--- src/rtl/branch_predictor_pkg.sv ---
// Shared definitions for the branch predictor: geometry helpers, direction
// counter encodings, the saturating statistics increment and the per-cycle
// table action type.
package bp_pkg;

  // Widest direction counter the encoding helpers support.
  localparam int MAX_CNT_W = 4;

  // Ceiling log2, used to size the index field from the entry count.
  function automatic int clog2(input int n);
    int r;
    r = 0;
    while ((1 << r) < n) r++;
    return r;
  endfunction

  // Default geometry of the core's predictor instance.
  localparam int DEF_XLEN    = 32;
  localparam int DEF_ENTRIES = 16;
  localparam int DEF_CNT_W   = 2;
  localparam int DEF_IDX_W   = clog2(DEF_ENTRIES);
  localparam int DEF_TAG_W   = DEF_XLEN - DEF_IDX_W - 2;

  // Weakly-not-taken: MSB clear, every lower bit set (01 for a 2-bit counter).
  function automatic logic [MAX_CNT_W-1:0] weak_nt(input int w);
    return MAX_CNT_W'((1 << (w - 1)) - 1);
  endfunction

  // Weakly-taken: MSB set, every lower bit clear (10 for a 2-bit counter).
  function automatic logic [MAX_CNT_W-1:0] weak_t(input int w);
    return MAX_CNT_W'(1 << (w - 1));
  endfunction

  // Increment a w-bit value held in the low bits of v, sticking at all-ones.
  function automatic logic [63:0] sat_inc(input logic [63:0] v, input int w);
    logic [63:0] max_v;
    max_v = (w >= 64) ? '1 : ((64'd1 << w) - 64'd1);
    return (v == max_v) ? v : v + 64'd1;
  endfunction

  // What a resolved branch does to its indexed table slot this cycle.
  typedef enum logic [1:0] {
    UPD_NONE,   // no table change
    UPD_INC,    // hit, taken: strengthen towards taken, refresh target
    UPD_DEC,    // hit, not taken: weaken towards not taken
    UPD_ALLOC   // miss, taken: (re)allocate the slot
  } upd_act_e;

endpackage

--- src/rtl/branch_predictor_sat_cnt.sv ---
// Small saturating up/down counter holding one BTB entry's direction state.
// Load wins over count; counting sticks at all-ones and at zero.
module sat_cnt #(
  parameter int             W       = 2,
  parameter logic [W-1:0]   RST_VAL = '0
) (
  input  logic         clk,
  input  logic         rst_n,
  input  logic         i_inc,
  input  logic         i_dec,
  input  logic         i_load,
  input  logic [W-1:0] i_load_val,
  output logic [W-1:0] o_cnt
);

  logic [W-1:0] r_cnt;

  // Counter register: load, else saturating increment or decrement.
  // NOTE: state is updated with non-blocking assignments so every register
  // samples the pre-edge values; blocking here would create ordering races.
  always_ff @(posedge clk or negedge rst_n) begin
    if (!rst_n) begin
      r_cnt <= RST_VAL;
    end else if (i_load) begin
      r_cnt <= i_load_val;
    end else if (i_inc) begin
      if (r_cnt != '1) r_cnt <= r_cnt + W'(1);
    end else if (i_dec) begin
      if (r_cnt != '0) r_cnt <= r_cnt - W'(1);
    end
  end

  assign o_cnt = r_cnt;

endmodule

--- src/rtl/branch_predictor.sv ---
// Branch target buffer with per-entry saturating direction counters.
// IF gets a same-cycle predicted next PC from registered state; ID trains the
// table with resolved outcomes, visible from the following cycle (no bypass).
// Resolved-branch and mispredict counts saturate for performance bring-up.
module branch_predictor
  import bp_pkg::*;
#(
  parameter int XLEN    = 32,
  parameter int ENTRIES = 16,
  parameter int CNT_W   = 2
) (
  input  logic            clk,
  input  logic            rst_n,
  input  logic [XLEN-1:0] if_pc,
  output logic            pred_hit,
  output logic            pred_taken,
  output logic [XLEN-1:0] pred_npc,
  input  logic            upd_valid,
  input  logic [XLEN-1:0] upd_pc,
  input  logic            upd_taken,
  input  logic [XLEN-1:0] upd_target,
  input  logic            upd_pred_taken,
  input  logic [XLEN-1:0] upd_pred_npc,
  output logic            mispredict,
  input  logic            inv_all,
  input  logic            clr_stats,
  output logic [XLEN-1:0] br_cnt,
  output logic [XLEN-1:0] mp_cnt
);

  localparam int IDX_W = clog2(ENTRIES);
  localparam int TAG_W = XLEN - IDX_W - 2;

  localparam logic [CNT_W-1:0] CNT_WNT = CNT_W'(weak_nt(CNT_W));
  localparam logic [CNT_W-1:0] CNT_WT  = CNT_W'(weak_t(CNT_W));

  // Table state.
  logic [ENTRIES-1:0] r_valid;
  logic [TAG_W-1:0]   r_tag    [ENTRIES];
  logic [XLEN-1:0]    r_target [ENTRIES];
  logic [CNT_W-1:0]   w_cnt    [ENTRIES];

  // Statistics and mispredict pulse.
  logic            r_mispredict;
  logic [XLEN-1:0] r_br_cnt;
  logic [XLEN-1:0] r_mp_cnt;

  // Address fields; the byte offset pc[1:0] plays no part.
  logic [IDX_W-1:0] w_if_idx;
  logic [TAG_W-1:0] w_if_tag;
  logic [IDX_W-1:0] w_upd_idx;
  logic [TAG_W-1:0] w_upd_tag;
  logic             w_unused;

  assign w_if_idx  = if_pc[IDX_W+1:2];
  assign w_if_tag  = if_pc[XLEN-1:IDX_W+2];
  assign w_upd_idx = upd_pc[IDX_W+1:2];
  assign w_upd_tag = upd_pc[XLEN-1:IDX_W+2];
  assign w_unused  = ^{if_pc[1:0], upd_pc[1:0]};

  logic            w_upd_hit;
  upd_act_e        w_act;
  logic            w_mp_cond;
  logic [XLEN-1:0] w_br_next;
  logic [XLEN-1:0] w_mp_next;

  // IF lookup, purely from registered table contents.
  always_comb begin
    pred_hit   = r_valid[w_if_idx] && (r_tag[w_if_idx] == w_if_tag);
    pred_taken = pred_hit && w_cnt[w_if_idx][CNT_W-1];
    pred_npc   = pred_taken ? r_target[w_if_idx] : (if_pc + XLEN'(4));
  end

  // Decide what the resolved branch does to its slot; inv_all drops it.
  // NOTE: every always_comb output gets a default before any branch so no
  // path leaves it unassigned, which would otherwise infer a latch.
  always_comb begin
    w_act     = UPD_NONE;
    w_upd_hit = r_valid[w_upd_idx] && (r_tag[w_upd_idx] == w_upd_tag);
    if (upd_valid && !inv_all) begin
      if (w_upd_hit)      w_act = upd_taken ? UPD_INC : UPD_DEC;
      else if (upd_taken) w_act = UPD_ALLOC;
    end
  end

  // Mispredict: wrong direction, or right "taken" to the wrong place.
  assign w_mp_cond = upd_valid &&
                     ((upd_pred_taken != upd_taken) ||
                      (upd_taken && (upd_pred_npc != upd_target)));

  assign w_br_next = XLEN'(sat_inc(64'(r_br_cnt), XLEN));
  assign w_mp_next = XLEN'(sat_inc(64'(r_mp_cnt), XLEN));

  // One direction counter per entry; inv_all reloads them all to weak-NT.
  for (genvar g = 0; g < ENTRIES; g++) begin : g_entry
    logic w_sel;
    assign w_sel = (w_upd_idx == IDX_W'(g));

    sat_cnt #(
      .W       (CNT_W),
      .RST_VAL (CNT_WNT)
    ) u_cnt (
      .clk        (clk),
      .rst_n      (rst_n),
      .i_inc      (w_sel && (w_act == UPD_INC)),
      .i_dec      (w_sel && (w_act == UPD_DEC)),
      .i_load     (inv_all || (w_sel && (w_act == UPD_ALLOC))),
      .i_load_val (inv_all ? CNT_WNT : CNT_WT),
      .o_cnt      (w_cnt[g])
    );
  end

  // Valid bits: cleared by reset and inv_all, set on allocation.
  always_ff @(posedge clk or negedge rst_n) begin
    if (!rst_n) begin
      r_valid <= '0;
    end else if (inv_all) begin
      r_valid <= '0;
    end else if (w_act == UPD_ALLOC) begin
      r_valid[w_upd_idx] <= 1'b1;
    end
  end

  // Tag and target storage, written on allocation; target refreshed on taken hits.
  // NOTE: tags and targets are array storage with no reset; they are only
  // observed behind a valid bit, so resetting them would buy nothing.
  always_ff @(posedge clk) begin
    if (w_act == UPD_ALLOC) begin
      r_tag[w_upd_idx]    <= w_upd_tag;
      r_target[w_upd_idx] <= upd_target;
    end else if (w_act == UPD_INC) begin
      r_target[w_upd_idx] <= upd_target;
    end
  end

  // Registered mispredict pulse and saturating statistics; clear wins.
  always_ff @(posedge clk or negedge rst_n) begin
    if (!rst_n) begin
      r_mispredict <= 1'b0;
      r_br_cnt     <= '0;
      r_mp_cnt     <= '0;
    end else begin
      r_mispredict <= w_mp_cond;
      if (clr_stats) begin
        r_br_cnt <= '0;
        r_mp_cnt <= '0;
      end else begin
        if (upd_valid) r_br_cnt <= w_br_next;
        if (w_mp_cond) r_mp_cnt <= w_mp_next;
      end
    end
  end

  assign mispredict = r_mispredict;
  assign br_cnt     = r_br_cnt;
  assign mp_cnt     = r_mp_cnt;

endmodule
--- config.mk ---
export PLATFORM = sky130hd
export DESIGN_NAME = branch_predictor
export DESIGN_NICKNAME = d
export VERILOG_FILES = /design/src/rtl/branch_predictor_pkg.sv /design/src/rtl/branch_predictor_sat_cnt.sv /design/src/rtl/branch_predictor.sv
export SDC_FILE = /design/constraint.sdc
export NUM_CORES = 1
export LEC_CHECK = 0
export ABC_AREA = 0
export BUFFER_PORTS_ARGS = -buffer_cell sky130_fd_sc_hd__buf_2
export CAP_MARGIN = 10
export CORE_AREA = 2 2 362 508
export CTS_CLUSTER_SIZE = 10
export DETAILED_ROUTE_END_ITERATION = 12
export DIE_AREA = 0 0 364 510
export SETUP_SLACK_MARGIN = 0.4
export SYNTH_ARGS = -nofsm -noshare
export SYNTH_HDL_FRONTEND = slang
export SYNTH_SLANG_ARGS = --single-unit
--- constraint.sdc ---
create_clock -name clk -period 5.2 [get_ports clk]
set_input_delay 0 -clock clk [delete_from_list [all_inputs] [get_ports clk]]
set_output_delay 0 -clock clk [all_outputs]
set_load 0.02 [all_outputs]
==> impl_metrics.env <==
export IMPL_fin_crit_sh=0.861
export IMPL_hp_start="upd_pc[4]"
export IMPL_cts_root_buffer="clkbuf_16"
export IMPL_crit_start="r_tag[0][22]"
export IMPL_yosys_warnings=0
export IMPL_rr_startpoint="r_tag[15][17]"
export IMPL_ys_ff_latch=1041
export IMPL_setup_viol=0
export IMPL_timing_final_ws_setup_ns=0.725
export IMPL_tns_ns=0
export IMPL_yosysUniqueCellTypes=70
export IMPL_n_fill_cell=17546
export IMPL_dp_slack_ns=0.648
export IMPL_grt_pass1_wl_um=202000
export IMPL_cp_max_fo=33
export IMPL_start_util=0.259
export IMPL_num_vias=27447
export IMPL_clock_sinks=1041
export IMPL_leakagePower_nw=18.3
export IMPL_grt_pass1_vias=28100
export IMPL_die_area_sq_um=186000
export IMPL_ctsHoldBuffers=66
export IMPL_period_needed_ns=4.47
export IMPL_syn_instance_count=2615
export IMPL_ctsResizeCount=0
export IMPL_finalPower_mw=18.0
export IMPL_startpoint_type="register"
export IMPL_ioPinCount=234
export IMPL_die_w_um=364
export IMPL_crit_path_end="pred_npc[13]"
export IMPL_gp_congestion=0.902
export IMPL_syn_nets=2753
export IMPL_rsz0062_at_grt="no"
export IMPL_rows=185
export IMPL_cts_buffers=117
export IMPL_drc_errors=0
export IMPL_cts_buffer_depth=3
export IMPL_syn_area_sq_um=46900
export IMPL_slew_headroom=0.224
export IMPL_synth_ff_type="edfxtp_1"
export IMPL_ys_seq_area_frac=0.655
export IMPL_worstMarginPinSlew_ns=1.16
export IMPL_via_per_inst=5.02
export IMPL_crit_type="reg2out"
export IMPL_r2r_end="r_tag[0][18]"
export IMPL_areaGrowthSynthToFinish_pct=18.8
export IMPL_postSynth_asyncResetShare=0.109
export IMPL_maxCapViolations=0
export IMPL_synth_edf_count=928
export IMPL_grt_start_max_net_pins=130
export IMPL_grt_overflow_total=0
export IMPL_hpwl_um=89500
export IMPL_dr_pass1_iters=8
export IMPL_drt_wl_total_um=142000
export IMPL_cts_tree="done"
export IMPL_skew_ns=0.0696
export IMPL_htree_levels=3
export IMPL_postCtsSetupRepairBufs=0
export IMPL_coreArea_sq_um=181000
export IMPL_avgSynthCellArea_sq_um=17.9
export IMPL_first_iter_violations=2796
export IMPL_outcome="finished, final reports clean"
export IMPL_die_h_um=510
export IMPL_wl_per_cell_um=26.1
export IMPL_power_density_nw_per_um2=324
export IMPL_r2r_worst_path_cells=10
export IMPL_fmax_mhz=223
export IMPL_rrSetupSlack_ns=0.95
export IMPL_antenna_left=0
export IMPL_layout_drive_gt1_share=0.316
export IMPL_critical_path_required_ns=5.20
export IMPL_final_hold_viol_count=0
export IMPL_grt_usage=0.151
export IMPL_irDropWorstVdd_mv=0.307
export IMPL_cp_data_arrival_time_ns=4.47
export IMPL_crit_path_end_kind="primary output"
export IMPL_path_clk_slew_ns=0.06
export IMPL_holdCritPathClass="in2reg"
export IMPL_final_max_slew_viol_count=0
export IMPL_antenna_found_initial=16
export IMPL_portBuffers=231
export IMPL_clk_latency_ns=0.75
export IMPL_nNetsFinal=3125
[cell families (layout without fill, tap and decap cells)]
group,count (synthesis),count (layout),share of synthesized area
flops,1041,1041,0.655
mux,519,519,0.211
simple gates,428,428,0.0461
compound gates,256,256,0.0365
buf+inv,199,612,0.0188
xor+xnor,169,169,0.0316
fa+ha+maj,3,3,0.000801
other cells,0,5,0
[report_power, final]
group	switching [mW]	total, mW	internal [mW]
registers	0.0393	9.23	9.19
logic	0.847	1.43	0.584
clock network	3.29	7.37	4.09
[how the worst min path moves through the flow]
stage / to / slack [ns] / cells past startpoint
2_1_floorplan: br_cnt[0] / -0.30 / 0
3_3_place_gp: mp_cnt[16] / 0.04 / 1
3_5_place_dp: mp_cnt[14] / 0.04 / 1
4_1_cts: g_entry[4].u_cnt.o_cnt[1] / 0.06 / 5
5_1_grt: g_entry[4].u_cnt.o_cnt[1] / 0.12 / 5
6_report: g_entry[4].u_cnt.o_cnt[1] / 0.14 / 5
[cell type report]
class | instances | area (sq um) | share of cell area
clock buffers | 145 | 3050 | 0.0549
diodes | 5 | 12.5 | 0.000225
well taps | 2431 | 3040 | 0.0546
inverters | 52 | 195 | 0.00351
multi-input cells | 1375 | 15400 | 0.277
flip-flops and latches | 1041 | 30700 | 0.552
repair buffers | 400 | 3000 | 0.0539
clock inverters | 15 | 221 | 0.00398
[cell usage after synthesis (44+ instances only)]
cell / instances / area (sq um)
dfrtp_1: 97 / 2430
nand3_1: 44 / 220
a21oi_1: 60 / 300
mux2i_1: 82 / 821
mux4_2: 367 / 8270
nor2_1: 118 / 443
nand2_1: 79 / 297
buf_2: 48 / 240
mux2_2: 68 / 766
xor2_1: 73 / 639
xnor2_1: 96 / 841
clkbuf_1: 65 / 244
inv_1: 51 / 191
edfxtp_1: 928 / 27900
[through the flow]
stage / utilization / hold slack [ns] / cells / area (sq um)
6_report: 0.308 / 0.143 / 5464 / 55700
5_1_grt: 0.308 / 0.119 / 5462 / 55700
4_1_cts: 0.308 / 0.0639 / 5459 / 55700
3_5_place_dp: 0.286 / 0.0368 / 5233 / 51700
3_3_place_gp: 0.286 / 0.0386 / 5233 / 51700
2_1_floorplan: - / -0.296 / 2615 / 46900
[flip-flops by register name, indices dropped and copies added, names as in the netlist]
name	flops
r_valid	16
r_target	512
r_tag	416
br_cnt	32
g_entry.u_cnt.o_cnt	32
mp_cnt	32
mispredict	1
[critical path: stages (launching register included)]
cell and delay, ns:
edfxtp_1 0.42, mux4_2 0.46, nor2b_1 0.14, a211oi_1 0.29, a21oi_1 0.18, xnor2_1 0.41, nand4_1 0.14, nor4_1 0.38
and4_2 0.34, buf_12 0.26, mux2_2 0.45, buf_2 0.18
[placed cells by master, fill, tap and decap left out, types with 7 or more instances in the layout]
cell type	count
and3_1	29
clkinv_1	7
o21ai_0	42
o22ai_1	19
a31oi_1	10
buf_12	28
a221o_1	7
nand2_1	79
mux2i_1	82
nor3_2	7
mux2_2	68
a211oi_1	27
buf_2	223
xnor2_1	96
and4_1	13
xor2_1	73
buf_4	79
dfrtp_1	97
o31ai_1	10
a21oi_1	60
o21a_1	14
nand3_1	44
o211ai_1	7
nor2_4	16
a22oi_1	12
or3_1	7
and2_1	10
clkbuf_16	118
nor3_1	21
nor2_1	102
dfstp_2	16
mux4_2	367
clkbuf_1	27
nor2b_1	29
inv_1	43
dlygate4sd3_1	65
nand4_1	30
edfxtp_1	928
nand2b_1	12
nor4_1	17
[per-layer routing]
metal / vias to the layer above / GRT usage / routed length, um
met1: 14573 / 0.191 / 56500
met4: 12 / 0.0675 / 6300
met5: - / 0 / 60
met2: 1184 / 0.246 / 67900
met3: 301 / 0.0377 / 11600
li1: 11377 / - / -
No activity file was read; power rests on OpenSTA's default activity.
